<file path="src/rtl/alu_issue_if.sv">
// Instruction handshake and ALU operand/result bus for the issue unit.
// Valid/ready: a transfer happens on a rising clk edge where both
// instr_valid and instr_ready are high; instr must be stable while valid.
`timescale 1ns/1ps
interface alu_issue_if;
  logic        instr_valid;
  logic        instr_ready;
  logic [15:0] instr;
  logic [15:0] alu_a;
  logic [15:0] alu_b;
  logic [3:0]  alu_op;
  logic [15:0] alu_result;
  logic        alu_z;
  logic        alu_c;
  logic        alu_n;
  logic        alu_o;

  // Issue unit side
  modport slave (
    input  instr_valid, instr, alu_result, alu_z, alu_c, alu_n, alu_o,
    output instr_ready, alu_a, alu_b, alu_op
  );

  // Instruction source plus ALU side
  modport master (
    output instr_valid, instr, alu_result, alu_z, alu_c, alu_n, alu_o,
    input  instr_ready, alu_a, alu_b, alu_op
  );
endinterface

</file>
<file path="src/rtl/alu_issue_unit.sv">
// Issue/writeback stage around an external combinational ALU.
// Operands come from an 8x16 register file with forwarding from the
// single writeback (W) register; W commits one edge after acceptance.
// After reset the register file is cleared one entry per cycle.
`timescale 1ns/1ps
module alu_issue_unit #(
  parameter int NREGS       = 8,
  parameter int INIT_CYCLES = NREGS
) (
  input  logic        clk,
  input  logic        rst,
  alu_issue_if.slave  bus,
  output logic [3:0]  flags,
  output logic        illegal,
  input  logic [2:0]  dbg_addr,
  output logic [15:0] dbg_data,
  output logic        dbg_state
);

  localparam int CW = (INIT_CYCLES > 1) ? $clog2(INIT_CYCLES) : 1;

  typedef enum logic {S_INIT = 1'b0, S_RUN = 1'b1} state_t;

  state_t         state_q;
  logic [CW-1:0]  cnt_q;
  logic           instr_ready_q;
  logic [3:0]     flags_q;
  logic           illegal_q;
  logic [15:0]    regs_q [NREGS];

  // Writeback stage
  logic           w_valid_q;
  logic           w_wen_q;
  logic           w_flen_q;
  logic [2:0]     w_rd_q;
  logic [15:0]    w_data_q;
  logic [3:0]     w_flags_q;

  // Decode
  logic [3:0]  op;
  logic [2:0]  rd, rs1, rs2;
  logic        is_alu, is_ldi, is_rsvd, accept, init_done;
  logic [15:0] imm_sext;
  logic [15:0] w_data_d;

  assign op        = bus.instr[15:12];
  assign rd        = bus.instr[11:9];
  assign rs1       = bus.instr[8:6];
  assign rs2       = bus.instr[5:3];
  assign is_alu    = ~op[3];
  assign is_ldi    = (op == 4'b1000);
  assign is_rsvd   = op[3] & ~is_ldi;
  assign imm_sext  = {{7{bus.instr[8]}}, bus.instr[8:0]};
  assign accept    = bus.instr_valid & instr_ready_q;
  assign init_done = (cnt_q == CW'(INIT_CYCLES - 1));

  // Operand selection with independent forwarding per operand from W
  always_comb begin
    bus.alu_a = regs_q[rs1];
    bus.alu_b = regs_q[rs2];
    if (w_valid_q && w_wen_q && (w_rd_q == rs1)) bus.alu_a = w_data_q;
    if (w_valid_q && w_wen_q && (w_rd_q == rs2)) bus.alu_b = w_data_q;
  end

  assign bus.alu_op      = is_alu ? op : 4'b0000;
  assign bus.instr_ready = instr_ready_q;
  assign flags           = flags_q;
  assign illegal         = illegal_q;
  assign dbg_data        = regs_q[dbg_addr];
  assign dbg_state       = (state_q == S_RUN);

  // Data captured into W: immediate for LDI, ALU result otherwise
  always_comb begin
    w_data_d = bus.alu_result;
    if (is_ldi) w_data_d = imm_sext;
  end

  // FSM, writeback capture and flag commit
  always_ff @(posedge clk) begin
    if (rst) begin
      state_q       <= S_INIT;
      cnt_q         <= '0;
      instr_ready_q <= 1'b0;
      flags_q       <= 4'b0000;
      illegal_q     <= 1'b0;
      w_valid_q     <= 1'b0;
      w_wen_q       <= 1'b0;
      w_flen_q      <= 1'b0;
      w_rd_q        <= 3'd0;
      w_data_q      <= 16'h0000;
      w_flags_q     <= 4'b0000;
    end else begin
      illegal_q <= accept & is_rsvd;
      w_valid_q <= accept;
      w_wen_q   <= accept & ~is_rsvd;
      w_flen_q  <= accept & is_alu;
      w_rd_q    <= rd;
      w_data_q  <= w_data_d;
      w_flags_q <= {bus.alu_z, bus.alu_c, bus.alu_n, bus.alu_o};
      if (w_valid_q && w_flen_q) flags_q <= w_flags_q;
      case (state_q)
        S_INIT: begin
          cnt_q <= cnt_q + 1'b1;
          if (init_done) begin
            state_q       <= S_RUN;
            cnt_q         <= '0;
            instr_ready_q <= 1'b1;
          end
        end
        S_RUN: instr_ready_q <= 1'b1;
        default: begin
          state_q       <= S_INIT;
          cnt_q         <= '0;
          instr_ready_q <= 1'b0;
        end
      endcase
    end
  end

  // Register file: clear during INIT, otherwise commit from W; frozen in reset
  always_ff @(posedge clk) begin
    if (!rst) begin
      if (state_q == S_INIT) regs_q[3'(cnt_q)] <= 16'h0000;
      else if (w_valid_q && w_wen_q) regs_q[w_rd_q] <= w_data_q;
    end
  end

endmodule

</file>
<file path="src/flat_wrapper.sv">
// flat-port wrapper written by rule: the top's interface ports become plain ports
module alu_issue_unit_flat 
#(
  parameter int NREGS       = 8,
  parameter int INIT_CYCLES = NREGS
)
  (clk, rst, flags, illegal, dbg_addr, dbg_data, dbg_state, bus_instr_valid, bus_instr, bus_alu_result, bus_alu_z, bus_alu_c, bus_alu_n, bus_alu_o, bus_instr_ready, bus_alu_a, bus_alu_b, bus_alu_op);
  alu_issue_if bus_i ();
  input  logic clk;
  input  logic rst;
  output logic [3:0] flags;
  output logic illegal;
  input  logic [2:0] dbg_addr;
  output logic [15:0] dbg_data;
  output logic dbg_state;
  input wire logic [$bits(bus_i.instr_valid)-1:0] bus_instr_valid;
  input wire logic [$bits(bus_i.instr)-1:0] bus_instr;
  input wire logic [$bits(bus_i.alu_result)-1:0] bus_alu_result;
  input wire logic [$bits(bus_i.alu_z)-1:0] bus_alu_z;
  input wire logic [$bits(bus_i.alu_c)-1:0] bus_alu_c;
  input wire logic [$bits(bus_i.alu_n)-1:0] bus_alu_n;
  input wire logic [$bits(bus_i.alu_o)-1:0] bus_alu_o;
  output wire logic [$bits(bus_i.instr_ready)-1:0] bus_instr_ready;
  output wire logic [$bits(bus_i.alu_a)-1:0] bus_alu_a;
  output wire logic [$bits(bus_i.alu_b)-1:0] bus_alu_b;
  output wire logic [$bits(bus_i.alu_op)-1:0] bus_alu_op;
  assign bus_i.instr_valid = bus_instr_valid;
  assign bus_i.instr = bus_instr;
  assign bus_i.alu_result = bus_alu_result;
  assign bus_i.alu_z = bus_alu_z;
  assign bus_i.alu_c = bus_alu_c;
  assign bus_i.alu_n = bus_alu_n;
  assign bus_i.alu_o = bus_alu_o;
  assign bus_instr_ready = bus_i.instr_ready;
  assign bus_alu_a = bus_i.alu_a;
  assign bus_alu_b = bus_i.alu_b;
  assign bus_alu_op = bus_i.alu_op;
  alu_issue_unit #(.NREGS(NREGS), .INIT_CYCLES(INIT_CYCLES)) u_core (.clk(clk), .rst(rst), .bus(bus_i), .flags(flags), .illegal(illegal), .dbg_addr(dbg_addr), .dbg_data(dbg_data), .dbg_state(dbg_state));
endmodule
</file>
<file path="config.mk">
export PLATFORM = sky130hd
export DESIGN_NAME = alu_issue_unit_flat
export DESIGN_NICKNAME = d
export VERILOG_FILES = /design/src/rtl/alu_issue_if.sv /design/src/rtl/alu_issue_unit.sv /design/src/flat_wrapper.sv
export SDC_FILE = /design/constraint.sdc
export NUM_CORES = 1
export LEC_CHECK = 0
export CORE_MARGIN = 2
export CORE_UTILIZATION = 51
export DETAILED_ROUTE_END_ITERATION = 7
export GPL_TIMING_DRIVEN = 0
export PLACE_DENSITY = 0.76
export SYNTH_ARGS = -nofsm -noshare
export SYNTH_HDL_FRONTEND = slang
export SYNTH_SLANG_ARGS = --single-unit
</file>
<file path="constraint.sdc">
create_clock -name clk -period 2.7 [get_ports clk]
set_clock_uncertainty 0.1 [all_clocks]
set_input_delay 0.27 -clock clk [delete_from_list [all_inputs] [get_ports clk]]
set_output_delay 0.27 -clock clk [all_outputs]
set_load 0.02 [all_outputs]
</file>
==> results of run 1 <==
[flip-flops by register name, summed over array words and instances, names as in the netlist]
name and cells:
u_core.w_data_q 16, u_core.w_flags_q 4, u_core.regs_q 128, u_core.illegal 1, u_core.w_flen_q 1, u_core.w_valid_q 1
u_core.bus.instr_ready 1, u_core.w_wen_q 1, u_core.w_rd_q 3, u_core.flags 4, u_core.dbg_state 1, u_core.cnt_q 3
[stage by stage]
step                      cell area [um2]  TNS, ns  instances  total power, mW  setup WS [ns]
final                               11000        0        877             6.16        0.00949
after global routing                11000    -1.64        877             6.32        -0.0987
after CTS                           10900        0        877             6.16         0.0238
after detailed placement            10200   -66.93        840             3.82         -0.678
after global placement              10100  -129.71        834             3.77         -0.991
after floorplan                      8930        0        519             3.44         0.0733
[cells in the mapped netlist (6+ instances only)]
cell type | instances | area, um2
nor2_1 | 15 | 56.3
mux2_4 | 10 | 150
mux2i_1 | 6 | 60.1
nor2b_1 | 16 | 100
dfxtp_1 | 36 | 721
clkbuf_1 | 21 | 78.8
and2_1 | 17 | 106
a21oi_1 | 23 | 115
buf_6 | 12 | 135
edfxtp_1 | 128 | 3840
xnor2_1 | 6 | 52.6
mux4_2 | 36 | 811
nand2_1 | 32 | 120
mux2_2 | 70 | 788
mux4_1 | 60 | 1580
[path summary, 6_finish.rpt]
check                           slack, ns             endpoint  depth (start not counted)        startpoint
worst min register to register       0.36      u_core.flags[0]                          2   u_core.flags[0]
worst min-delay path                 0.09     u_core.w_rd_q[2]                          2               rst
worst max-delay path                0.009          dbg_data[1]                          5       dbg_addr[1]
worst max register to register       0.02  u_core.regs_q[0][3]                          6  u_core.dbg_state
[worst max-delay path, cell delays in order]
cell	delay (ns)
dlygate4sd2_1	0.41
clkbuf_2	0.42
mux4_2	0.38
mux2_2	0.30
clkdlybuf4s50_1	0.54
[kinds of logic after synthesis]
kind of cell / synth area share, %
XOR/XNOR: 0.589
other: 0.0420
multiplexers: 37.9
AND/OR/NAND/NOR: 5.51
buffers and inverters: 3.02
flip-flops: 51.2
adder cells (fa/ha/maj): 0.280
AO/OA/AOI/OAI: 1.46
[routing by layer]
metal,vias up,global-route usage (%),share of wire (%)
met5,-,0,0
met4,0,9.84,2.6
met3,52,7.46,10
met2,371,45.1,49
met1,2989,36.3,38
li1,2399,-,-
[what timing repair did]
action,in CTS,in global routing
resized for setup,66,4
buffers inserted,6,0
endpoints found under the setup margin,177,39
pin swaps,1,0
[power breakdown]
part	switching (mW)	leakage [nW]	internal, mW
clock	1.00	0.287	1.40
combinational	0.434	1.96	0.466
sequential	0.0657	1.35	2.79
[area by class of cell]
type | instances | area share (%)
sequential | 164 | 41.6
inverter | 2 | 0.0685
clock inverter | 9 | 0.833
buffer | 41 | 2.95
tap | 225 | 2.57
clock buffer | 23 | 4.54
timing repair buffer | 102 | 9.55
multi-input combinational | 311 | 37.8
==> insert_results.sql, run 1 <==
INSERT INTO impl_metrics (metric_group, metric, value, unit) VALUES
('yosys', 'synthesis.area', '8920', 'um2'),
('placement', 'dp.final_hpwl', '16.3', 'mm'),
('sta', 'timing.final.crit_period', '2.69', 'ns'),
('min_path', 'worst_hold_path_type', 'in2reg', ''),
('sta', 'rsz_0062_raised_after_global_routing', 'yes', ''),
('sta', 'slew_viol_final', '0', ''),
('run', 'drv_cap', '0', ''),
('detailed_routing', 'initial_drc_count', '714', ''),
('cts', 'tritoncts', 'done', ''),
('floorplanning', 'die_h', '136', 'um'),
('power', 'power.static_leakage', '3.60', 'nW'),
('finish', 'syn_to_final_growth', '22.8', '%'),
('finish', 'diodes', '0', ''),
('sta', 'hold_slack', '0.0861', 'ns'),
('floorplanning', 'die_area', '18600', 'um2'),
('detailed_routing', 'number_of_optimization_iterations_in_the_first_detailed_route_pass', '5', ''),
('sta', 'min_period_over_period', '99.6', '%'),
('critical_path', 'setup.worst_path.end_class', 'output port', ''),
('finish', 'multiInputGateArea', '4150', 'um2'),
('finish', 'layout.cells.most_common_list', 'edfxtp_1 (128), mux2_2 (70), mux4_1 (60), clkdlybuf4s50_1 (57)', ''),
('finish', 'most_common_library_cell_in_the_layout_ignoring_fill_and_taps', 'edfxtp_1', ''),
('global_routing', 'first_pass_grt_wire_length', '36.3', 'mm'),
('floorplanning', 'core_area', '17200', 'um2'),
('cts', 'hold_buffers', '0', ''),
('placement', 'gp_routability_congestion', '0.779', ''),
('floorplanning', 'fp-row-count', '48', ''),
('detailed_routing', 'detailroute.via_count', '5811', ''),
('cts', 'clkSinkCount', '164', ''),
('cts', 'cts.reportedPaths.clkPinSlew', '0.06', 'ns'),
('cts', 'cts_buffer_depth', '2', ''),
('yosys', 'syn_inst', '519', ''),
('critical_path', 'worstPathArrival', '2.32', 'ns'),
('critical_path', 'critical_path_class', 'in2out', ''),
('yosys', 'postSynthNetCount', '563', ''),
('sta', 'slew_worst_pin', '0.879', 'ns'),
('placement', 'io_buf_count', '90', ''),
('yosys', 'synth.ff_latch_count', '164', ''),
('floorplanning', 'top_level_ports', '101', ''),
('yosys', 'synth.avg_cell_area', '17.2', 'um2'),
('finish', 'post-route-util', '63.8', '%'),
('yosys', 'ys_async_sr_fraction', '0', '%'),
('finish', 'layout-drive-gt1-share', '30.7', '%'),
('detailed_routing', 'wire_length_reported_by_the_detailed_router', '24.7', 'mm'),
('cts', 'clock-root-buffer', 'clkbuf_16', ''),
('floorplanning', 'floorplan.initialDensity', '51.9', '%'),
('yosys', 'synth_edf_count', '128', ''),
('detailed_routing', 'drc', '0', ''),
('power', 'irDropWorstVdd', '0.410', 'mV'),
('finish', 'num-fill-cells', '1189', ''),
('yosys', 'postSynth.topFlopCell', 'edfxtp_1', ''),
('yosys', 'netlist-cell-type-count', '32', ''),
('yosys', 'yosys_warnings', '0', ''),
('finish', 'fin_nets', '683', ''),
('detailed_routing', 'routed_via_density', '6.63', ''),
('detailed_routing', 'route.detailed.wl_per_inst', '28.2', 'um'),
('global_routing', 'grt_overflow_total', '0', ''),
('power', 'power-per-cell-area', '562', 'nW/um2'),
('global_routing', 'pin_count_of_the_biggest_net_entering_global_routing', '17', ''),
('global_routing', 'track_usage', '27.8', '%'),
('global_routing', 'via_count_of_the_first_global_routing_pass', '5968', ''),
('sta', 'setup-violations-final', '0', ''),
('global_routing', 'antenna_found_initial', '0', ''),
('detailed_routing', 'drtAntennaViolNets', '0', ''),
('critical_path', 'setup.worst_path.start_class', 'input pin', ''),
('finish', 'regArea', '4560', 'um2'),
('sta', 'final-hold-violation-count', '0', ''),
('cts', 'htreeDepth', '4', ''),
('sta', 'worst_slew_margin_rel', '41.1', '%'),
('critical_path', 'crit_required', '2.33', 'ns'),
('run_status', 'status', 'complete, no violations', ''),
('sta', 'fmax', '372', 'MHz'),
('cts', 'clk-insertion-delay-late', '0.43', 'ns'),
('floorplanning', 'width_of_the_die', '136', 'um'),
('critical_path', 'critPathMaxFanout', '10', ''),
('cts', 'cts_buffers', '17', ''),
('yosys', 'synth.yosys.seq_area_share', '51.2', '%');
No activity file was read; power rests on OpenSTA's default activity.
==> inputs of run 2 (changes only) <==
--- a/config.mk
+++ b/config.mk
@@ -6,10 +6,11 @@
 export NUM_CORES = 1
 export LEC_CHECK = 0
 export CORE_MARGIN = 2
-export CORE_UTILIZATION = 51
+export CORE_UTILIZATION = 53
+export CTS_BUF_LIST = sky130_fd_sc_hd__clkbuf_4
 export DETAILED_ROUTE_END_ITERATION = 7
 export GPL_TIMING_DRIVEN = 0
-export PLACE_DENSITY = 0.76
+export PLACE_DENSITY = 0.79
 export SYNTH_ARGS = -nofsm -noshare
 export SYNTH_HDL_FRONTEND = slang
 export SYNTH_SLANG_ARGS = --single-unit
==> run 2 against run 1 <==
  * First-iteration DRC count decreased by 1.5%
  * Final cell count increased by 1.0%
  * Non-clock buffer count rose by 14
  * Register-to-register slack improved by 0.11 ns
  * Clock-buffer cell count decreased by 5
  * Largest power group unchanged
  * Utilization up 0.16 points
  * Critical path type is now reg2out
  * Sequential share of layout area increased by 1.6 points
  * Setup slack better by 0.059 ns
  * Die area is 3.7% lower
  * Total power fell by 17%
  * Wire length shrank 4.8%
==> insert_results.sql, run 2 (same netlist as run 1, synthesis figures left out) <==
INSERT INTO impl_metrics (metric_group, metric, value, unit) VALUES
('run_status', 'status', 'complete, no violations', ''),
('global_routing', 'first_pass_grt_wire_length', '34.4', 'mm'),
('global_routing', 'antenna_found_initial', '0', ''),
('power', 'pwr-share-seq', '55.9', '%'),
('cts', 'cts.reportedPaths.clkPinSlew', '0.14', 'ns'),
('placement', 'gp_routability_congestion', '0.810', ''),
('sta', 'worst_slew_margin_rel', '17.7', '%'),
('power', 'power-per-cell-area', '483', 'nW/um2'),
('detailed_routing', 'wire_length_reported_by_the_detailed_router', '23.5', 'mm'),
('floorplanning', 'width_of_the_die', '134', 'um'),
('finish', 'diodes', '0', ''),
('finish', 'num-fill-cells', '1170', ''),
('critical_path', 'critical-path-top-delay-family', 'multiplexers', ''),
('critical_path', 'worstPathArrival', '2.26', 'ns'),
('min_path', 'worst_hold_path_type', 'in2reg', ''),
('floorplanning', 'fp-row-count', '47', ''),
('critical_path', 'setup.worst_path.start_class', 'flip-flop', ''),
('sta', 'fmax', '380', 'MHz'),
('power', 'switching_fraction', '26.9', '%'),
('sta', 'slew_worst_pin', '1.23', 'ns'),
('sta', 'slew_viol_final', '0', ''),
('detailed_routing', 'detailroute.via_count', '5746', ''),
('sta', 'setup-violations-final', '0', ''),
('cts', 'cts_buffer_depth', '2', ''),
('detailed_routing', 'route.detailed.wl_per_inst', '26.5', 'um'),
('finish', 'syn_to_final_growth', '18.5', '%'),
('floorplanning', 'top_level_ports', '101', ''),
('cts', 'cts_buffers', '17', ''),
('critical_path', 'crit_required', '2.33', 'ns'),
('floorplanning', 'die_h', '134', 'um'),
('finish', 'layout-drive-gt1-share', '40.4', '%'),
('global_routing', 'track_usage', '26.8', '%'),
('power', 'power.static_leakage', '3.47', 'nW'),
('sta', 'final.setup.worst_slack', '0.0681', 'ns'),
('placement', 'dpl_worst_slack', '-0.562', 'ns'),
('finish', 'layout.cell_area.non_filler', '10600', 'um2'),
('detailed_routing', 'drc', '0', ''),
('finish', 'fin_nets', '697', ''),
('critical_path', 'critPathMaxFanout', '3', ''),
('detailed_routing', 'initial_drc_count', '703', ''),
('placement', 'dp.final_hpwl', '15.6', 'mm'),
('placement', 'post_dp_cell_area', '10300', 'um2'),
('sta', 'min_period_over_period', '97.5', '%'),
('critical_path', 'crit_path_max_cell_delay', '0.51', 'ns'),
('run', 'drv_cap', '0', ''),
('finish', 'regMostFlops', 'u_core.regs_q', ''),
('detailed_routing', 'routed_via_density', '6.49', ''),
('detailed_routing', 'number_of_optimization_iterations_in_the_first_detailed_route_pass', '5', ''),
('detailed_routing', 'drtAntennaViolNets', '0', ''),
('finish', 'largest_register_ffs', '128', ''),
('sta', 'hold_slack', '0.0789', 'ns'),
('finish', 'multiInputGateArea', '4050', 'um2'),
('power', 'intPower', '3.73', 'mW'),
('cts', 'clkSinkCount', '164', ''),
('sta', 'rsz_0062_raised_after_global_routing', 'yes', ''),
('power', 'power.combinational.fraction', '17.6', '%'),
('floorplanning', 'core_area', '16500', 'um2'),
('floorplanning', 'floorplan.initialDensity', '54.0', '%'),
('cts', 'clock-root-buffer', 'clkbuf_4', ''),
('floorplanning', 'die_area', '17900', 'um2'),
('sta', 'final-hold-violation-count', '0', ''),
('finish', 'layout_top_registers', 'u_core.regs_q x128, u_core.w_data_q x16', ''),
('power', 'p_switching', '1.37', 'mW'),
('sta', 'timing.final.crit_period', '2.63', 'ns'),
('global_routing', 'via_count_of_the_first_global_routing_pass', '5827', ''),
('critical_path', 'critical_path_class', 'reg2out', ''),
('cts', 'htreeDepth', '4', ''),
('finish', 'most_common_library_cell_in_the_layout_ignoring_fill_and_taps', 'edfxtp_1', ''),
('power', 'irDropWorstVdd', '0.299', 'mV'),
('placement', 'io_buf_count', '90', ''),
('critical_path', 'setup.worst_path.end_class', 'output port', ''),
('finish', 'regArea', '4570', 'um2'),
('global_routing', 'grt_overflow_total', '0', ''),
('critical_path', 'buffer_and_inverter_count_on_the_worst_path', '1', ''),
('critical_path', 'crit_path_top_delay_cell', 'mux4_1', ''),
('finish', 'layout.cells.most_common_list', 'edfxtp_1 (128), mux2_2 (68), mux4_2 (57), clkdlybuf4s50_1 (41), mux4_1 (39)', ''),
('power', 'p_clk_share', '26.4', '%'),
('critical_path', 'path_cells', 'mux4_1 > mux2_2 > mux2_4 > clkdlybuf4s15_2', ''),
('cts', 'tritoncts', 'done', ''),
('global_routing', 'pin_count_of_the_biggest_net_entering_global_routing', '17', ''),
('cts', 'clk-insertion-delay-late', '0.54', 'ns');
[run 2: layer usage]
metal,global-route usage (%),up-vias,wire [um]
li1,-,2408,-
met4,11.3,0,890
met1,34.3,2891,8510
met5,0,-,0
met3,4.53,75,2130
met2,45.7,372,12000
[run 2: worst paths after layout]
check	slack [ns]	end	cells past startpoint	startpoint
max	0.07	bus_alu_a[7]	4	u_core.regs_q[2][7]
max reg2reg	0.13	u_core.regs_q[5][5]	5	u_core.dbg_state
min	0.08	u_core.w_data_q[3]	4	bus_instr[3]
min reg2reg	0.37	u_core.flags[1]	2	u_core.w_flags_q[1]
[run 2: layout make-up]
| cell class | instances | area share, % |
|---|---|---|
| timing repair buffer | 117 | 10.5 |
| inverter | 2 | 0.0710 |
| buffer | 40 | 2.83 |
| sequential | 164 | 43.2 |
| clock buffer | 18 | 1.28 |
| tap | 220 | 2.60 |
| clock inverter | 14 | 1.21 |
| multi-input combinational | 311 | 38.3 |
[run 2: stage by stage]
stage / setup TNS (ns) / total power [mW] / util, % / instances
after CTS: 0 / 5.11 / 64.1 / 874
after global routing: -0.0290 / 5.25 / 64.0 / 886
final: 0 / 5.10 / 64.0 / 886
after global placement: -120.02 / 3.76 / 61.1 / 829
after detailed placement: -45.36 / 3.83 / 62.1 / 835
after floorplan: 0 / 3.44 / - / 519
[run 2: worst min-delay path: stages]
cell	delay, ns
buf_6	0.13
buf_6	0.17
nand2_1	0.07
a21oi_1	0.06
[run 2: timing repair]
item	in CTS	in global routing
hold buffers	1	0
setup endpoints to repair	152	28
hold endpoints to repair	2	0
gates resized for setup	159	37
pin swaps	1	0
buffers inserted	8	13
[run 2: power groups by stage]
stage	clock network (mW)	registers, mW	logic [mW]
global route	1.45	2.86	0.940
detailed placement	0	2.91	0.920
floorplan	0	2.88	0.557
global placement	0	2.90	0.869
finish	1.35	2.85	0.900
CTS	1.36	2.85	0.902
